### src/rtl/dmem_pkg.sv
// Shared definitions for the byte-lane data memory: access-size codes,
// store strobe and lane replication, and load sign/zero extension.
package dmem_pkg;

   localparam logic [1:0] SZ_BYTE = 2'b00;
   localparam logic [1:0] SZ_HALF = 2'b01;
   localparam logic [1:0] SZ_WORD = 2'b10;
   localparam logic [1:0] SZ_ILL  = 2'b11;

   function automatic logic [3:0] gen_strobe(input logic [1:0] size, input logic [1:0] off);
      logic [3:0] strb;
      case (size)
         SZ_BYTE: strb = 4'b0001 << off;
         SZ_HALF: strb = off[1] ? 4'b1100 : 4'b0011;
         SZ_WORD: strb = 4'b1111;
         default: strb = 4'b0000;
      endcase
      return strb;
   endfunction

   // Store data arrives right-justified; copy it onto every lane so the strobe picks it up.
   function automatic logic [31:0] replicate_wdata(input logic [1:0] size, input logic [31:0] wdata);
      logic [31:0] rep;
      case (size)
         SZ_BYTE: rep = {4{wdata[7:0]}};
         SZ_HALF: rep = {2{wdata[15:0]}};
         default: rep = wdata;
      endcase
      return rep;
   endfunction

   function automatic logic [31:0] extend(input logic [31:0] lane, input logic [1:0] size,
                                          input logic is_unsigned);
      logic [31:0] ext;
      case (size)
         SZ_BYTE: ext = is_unsigned ? {24'h000000, lane[7:0]}  : {{24{lane[7]}}, lane[7:0]};
         SZ_HALF: ext = is_unsigned ? {16'h0000, lane[15:0]}   : {{16{lane[15]}}, lane[15:0]};
         SZ_WORD: ext = lane;
         default: ext = 32'h00000000;
      endcase
      return ext;
   endfunction

endpackage

### src/rtl/dmem_load_align.sv
// Combinational load path: moves the addressed lane down to bit 0 and
// applies sign or zero extension for the access size.
module dmem_load_align
   import dmem_pkg::*;
(
   input  logic [31:0] i_word,
   input  logic [1:0]  i_off,
   input  logic [1:0]  i_size,
   input  logic        i_unsigned,
   output logic [31:0] o_data
);

   logic [31:0] w_lane;

   assign w_lane = i_word >> {i_off, 3'b000};
   assign o_data = extend(w_lane, i_size, i_unsigned);

endmodule

### src/rtl/dmem_bytelane.sv
// MIPS data memory with byte/half/word access, per-byte write strobes,
// error detection and a 1- or 2-cycle registered response path.
module dmem_bytelane
   import dmem_pkg::*;
#(
   parameter int    DEPTH     = 64,
   parameter int    READ_LAT  = 1,
   parameter string INIT_FILE = ""
) (
   input  logic        clk,
   input  logic        rst_n,
   input  logic        req_valid,
   output logic        req_ready,
   input  logic        req_we,
   input  logic [1:0]  req_size,
   input  logic        req_unsigned,
   input  logic [31:0] req_addr,
   input  logic [31:0] req_wdata,
   output logic        rsp_valid,
   output logic [31:0] rsp_rdata,
   output logic        rsp_err
);

   localparam int AW = $clog2(DEPTH);

   logic [31:0]   r_mem [0:DEPTH-1];
   logic          r_ready;
   logic          r_v1;
   logic [31:0]   r_rd1;
   logic          r_err1;

   logic          w_accept;
   logic          w_oor;
   logic          w_misal;
   logic          w_err;
   logic          w_wr;
   logic          w_load_ok;
   logic [AW-1:0] w_idx;
   logic [3:0]    w_strb;
   logic [31:0]   w_wdata;
   logic [31:0]   w_rd_word;
   logic [31:0]   w_ld_data;

   assign w_accept  = req_valid & r_ready;
   assign w_idx     = req_addr[AW+1:2];
   assign w_oor     = |req_addr[31:AW+2];
   assign w_err     = w_oor | w_misal | (req_size == SZ_ILL);
   assign w_wr      = w_accept & req_we & ~w_err;
   assign w_load_ok = w_accept & ~req_we & ~w_err;
   assign w_strb    = gen_strobe(req_size, req_addr[1:0]);
   assign w_wdata   = replicate_wdata(req_size, req_wdata);
   assign w_rd_word = r_mem[w_idx];
   assign req_ready = r_ready;

   // Alignment check against the natural boundary of the access size
   always_comb begin
      w_misal = 1'b0;
      case (req_size)
         SZ_HALF: w_misal = req_addr[0];
         SZ_WORD: w_misal = |req_addr[1:0];
         default: w_misal = 1'b0;
      endcase
   end

   dmem_load_align u_align (
      .i_word     (w_rd_word),
      .i_off      (req_addr[1:0]),
      .i_size     (req_size),
      .i_unsigned (req_unsigned),
      .o_data     (w_ld_data)
   );

   // RAM byte-lane write on the accept edge; contents survive reset
   always_ff @(posedge clk) begin
      for (int k = 0; k < 4; k++) begin
         if (w_wr && w_strb[k]) begin
            r_mem[w_idx][8*k +: 8] <= w_wdata[8*k +: 8];
         end
      end
   end

   // Ready rises on the first edge after reset release and stays up
   always_ff @(posedge clk or negedge rst_n) begin
      if (!rst_n) begin
         r_ready <= 1'b0;
      end else begin
         r_ready <= 1'b1;
      end
   end

   // First response stage: read, align and extend captured on the accept edge
   always_ff @(posedge clk or negedge rst_n) begin
      if (!rst_n) begin
         r_v1   <= 1'b0;
         r_rd1  <= 32'h00000000;
         r_err1 <= 1'b0;
      end else begin
         r_v1   <= w_accept;
         r_err1 <= w_accept & w_err;
         r_rd1  <= w_load_ok ? w_ld_data : 32'h00000000;
      end
   end

   if (READ_LAT == 2) begin : g_lat2
      logic        r_v2;
      logic [31:0] r_rd2;
      logic        r_err2;

      // Extra output stage for the two-cycle configuration
      always_ff @(posedge clk or negedge rst_n) begin
         if (!rst_n) begin
            r_v2   <= 1'b0;
            r_rd2  <= 32'h00000000;
            r_err2 <= 1'b0;
         end else begin
            r_v2   <= r_v1;
            r_rd2  <= r_rd1;
            r_err2 <= r_err1;
         end
      end

      assign rsp_valid = r_v2;
      assign rsp_rdata = r_rd2;
      assign rsp_err   = r_err2;
   end else begin : g_lat1
      assign rsp_valid = r_v1;
      assign rsp_rdata = r_rd1;
      assign rsp_err   = r_err1;
   end

endmodule
### config.mk
export PLATFORM = sky130hd
export DESIGN_NAME = dmem_bytelane
export DESIGN_NICKNAME = d
export VERILOG_FILES = /design/src/rtl/dmem_pkg.sv /design/src/rtl/dmem_load_align.sv /design/src/rtl/dmem_bytelane.sv
export SDC_FILE = /design/constraint.sdc
export NUM_CORES = 2
export LEC_CHECK = 0
export CORE_MARGIN = 8
export CORE_UTILIZATION = 35
export CTS_CLUSTER_DIAMETER = 80
export DETAILED_ROUTE_END_ITERATION = 16
export DONT_BUFFER_PORTS = 1
export PLACE_DENSITY = 0.47
export SLEW_MARGIN = 20
export SYNTH_ARGS = -nofsm -noshare
export SYNTH_HDL_FRONTEND = slang
export SYNTH_SLANG_ARGS = --single-unit
### constraint.sdc
create_clock -name clk -period 3.25 [get_ports clk]
set_input_delay 0.325 -clock clk [delete_from_list [all_inputs] [get_ports clk]]
set_output_delay 0.325 -clock clk [all_outputs]
set_load 0.03 [all_outputs]
==> reports/results.tsv <==
stage	metric	value	unit
timing	fin_skew	45.5	ps
run_status	status	finished, violations left	
power	powerDensity	597	nW/um2
route	drtIter0Drc	7796	
timing	slew_headroom	-72.0	%
grt	grt.overflow.total	0	
placement	gp_congestion	0.909	
synth	synth.ff_latch_count	2083	
critical_path	endpoint_kind	flip-flop	
timing	finalHoldViolCount	0	
route	firstDrtPassIters	6	
synth	synth_cells	4683	
grt	antenna_found_initial	35	
floorplan	start_util	35.1	%
critical_path	rrSetupSlack	90	ps
min_path	hold_class	input pin to flip-flop	
synth	ys_seq_area_share	77.3	%
critical_path	cp_max_fo	411	
clocking	cts_buffers	218	
route	drc	0	
floorplan	coreArea	230000	um2
clocking	clkTransAtPathRegs	60	ps
route	drtAntennaViolNets	0	
floorplan	dieArea	246000	um2
layout	utilization	42.7	%
floorplan	rows	176	
timing	finalSetupTns	-50230	ps
layout	fill_cells	20473	
clocking	clockRootBuffer	clkbuf_16	
min_path	hold_path_startpoint	req_we	
critical_path	rr_startpoint	r_mem[61][10]	
job	drv_cap	0	
synth	synth.cell_area	80700	um2
critical_path	worst-setup-path-type	input pin to flip-flop	
placement	io_buffers	0	
run_status	violations	slew limit, setup timing	
synth	synthDistinctLibCells	79	
clocking	clk_path_buf_depth	3	
power	finalPower	58.6	mW
critical_path	worstPathArrival	5130	ps
clocking	clk_latency	880	ps
clocking	cts_tree	done	
critical_path	timing.rr.end	rsp_rdata[10]	
timing	fin_crit	4380	ps
synth	synth_ff_type	edfxtp_1	
grt	grt_pass1_vias	48798	
synth	synth_area_per_cell	17.2	um2
min_path	holdPathStages	3	
layout	final_layout_size_suffix_gt1_share	24.9	%
timing	setup_viol	227	
timing	min_period_over_period	135	%
timing	tightest_slew	2580	ps
floorplan	ios	106	
timing	drv_slew	204	
min_path	hold_path_end	rsp_rdata[23]	
placement	post-place-ws	-706	ps
power	leakage	32.2	nW
critical_path	cp_slowest_cell	and3b_4	
route	wl	321	mm
timing	fmax	0.228	GHz
synth	synth-edff-count	2048	
synth	synth_warnings	0	
critical_path	critPathLaunchType	input pin	
grt	grt_max_degree	412	
route	vias	51006	
layout	nets	5463	
synth	synthArstFlopShare	1.68	%
grt	grt_pass1_wl	430	mm
layout	syn_to_final_growth	21.6	%
route	viasPerCell	5.91	
critical_path	worstRegToRegCells	11	
synth	synthesis.nets	4758	
timing	worst_slack	-1130	ps
power	peakVddDrop	0.563	mV
critical_path	cp_slowest_stage_delay	1180	ps
clocking	cts.sinks	2083	
floorplan	die_h	496	um
grt	grt_usage	25.3	%
placement	dp_hpwl	205	mm
timing	rsz0062_at_grt	no	
clocking	htree_levels	4	
critical_path	crit_required	4000	ps
route	wl_per_cell	37.2	um
floorplan	die_width	496	um
critical_path	path_cells	and3b_4 > buf_4 > a22o_1 > o31ai_1 > o211ai_1 > nor4b_4 > buf_4 > a21oi_1 > o21a_1 > o21ai_1 > a21oi_1	
==> layout by cell type, fill, tap and decap left out, drive strengths merged, types with 61 or more instances in the layout <==
| cell type | n |
|---|---|
| clkbuf | 271 |
| o21ai | 104 |
| nand2 | 202 |
| a22o | 65 |
| a221oi | 174 |
| buf | 793 |
| mux4 | 61 |
| a31oi | 65 |
| mux2i | 213 |
| a21oi | 142 |
| mux2 | 157 |
| a22oi | 286 |
| clkinv | 101 |
| nor2 | 355 |
| edfxtp | 2048 |
==> cell type report <==
class | instances | area, um2 | share of cell area (%)
clock inverters | 134 | 1410 | 1.43
inverters | 9 | 38.8 | 0.0395
diodes | 37 | 92.6 | 0.0943
clock buffers | 271 | 5740 | 5.84
well taps | 3026 | 3790 | 3.86
flip-flops and latches | 2083 | 62400 | 63.5
multi-input cells | 2258 | 16900 | 17.3
repair buffers | 818 | 7780 | 7.92
==> critical path: cells and delay by family <==
family,cells,cell delay [ps]
simple gates,2,1660
compound gates,7,1450
buf+inv,2,530
==> flip-flops by register name, summed over array words and instances (netlist names) <==
signal / count
r_mem: 2048
rsp_rdata: 32
rsp_err: 1
rsp_valid: 1
req_ready: 1
==> cells by family after synthesis <==
kind of cell             share of synthesized area, %
adder cells (fa/ha/maj)                        0.0620
AND/OR/NAND/NOR                                  4.06
buffers and inverters                            2.04
other                                         0.00465
multiplexers                                     6.54
AO/OA/AOI/OAI                                    9.99
flip-flops                                       77.3
==> synthesized netlist by cell type (all sizes together) (65+ instances only) <==
master	number	area, um2
a21oi	142	711
o21ai	104	521
a31oi	65	407
nor2	355	1330
edfxtp	2048	61500
buf	187	1060
clkbuf	146	548
mux2i	213	2130
a221oi	174	1530
a22o	65	569
nand2	202	758
mux2	157	1780
a22oi	286	2150
==> through the flow <==
step / hold WS (ps) / std cells / area, um2
finish: 61.4 / 8636 / 98200
global route: 55.1 / 8624 / 98100
CTS: 13.0 / 8596 / 98000
detailed placement: 30.9 / 8156 / 90300
global placement: 31.2 / 8156 / 90300
floorplan: 29.4 / 4683 / 80700
==> report_power, final <==
group / internal [mW] / total, mW / switching (mW)
sequential: 29.7 / 29.7 / 0.00492
combinational: 1.32 / 3.81 / 2.49
clock: 14.4 / 25.1 / 10.7
total: 45.4 / 58.6 / 13.2
==> worst max-delay path by stage <==
stage	startpoint	endpoint	cells after the start	slack [ps]
after detailed placement	req_addr[4]	rsp_rdata[14]	13	-710
after global routing	req_addr[4]	rsp_rdata[3]	12	9
after global placement	req_addr[4]	rsp_rdata[14]	13	-670
after floorplan	req_size[0]	r_mem[10][0]	13	30
final	req_addr[4]	rsp_rdata[14]	11	-1130
after CTS	r_mem[37][15]	rsp_rdata[17]	13	60
==> what timing repair did <==
item / CTS / global route
hold buffers: 35 / 0
endpoints found under the setup margin: 0 / 19
resized for setup: 0 / 10
buffers inserted: 0 / 3
endpoints found under the hold margin: 893 / 0
==> per-layer routing <==
metal	part of all wire (%)	up-vias	global-route usage, %
met5	0.018	-	0
met4	5.1	8	11.7
met3	8.7	614	4.62
met2	46	2911	39.4
met1	41	26919	34.7
li1	-	20554	-
Power figures use the tool's default switching activity.
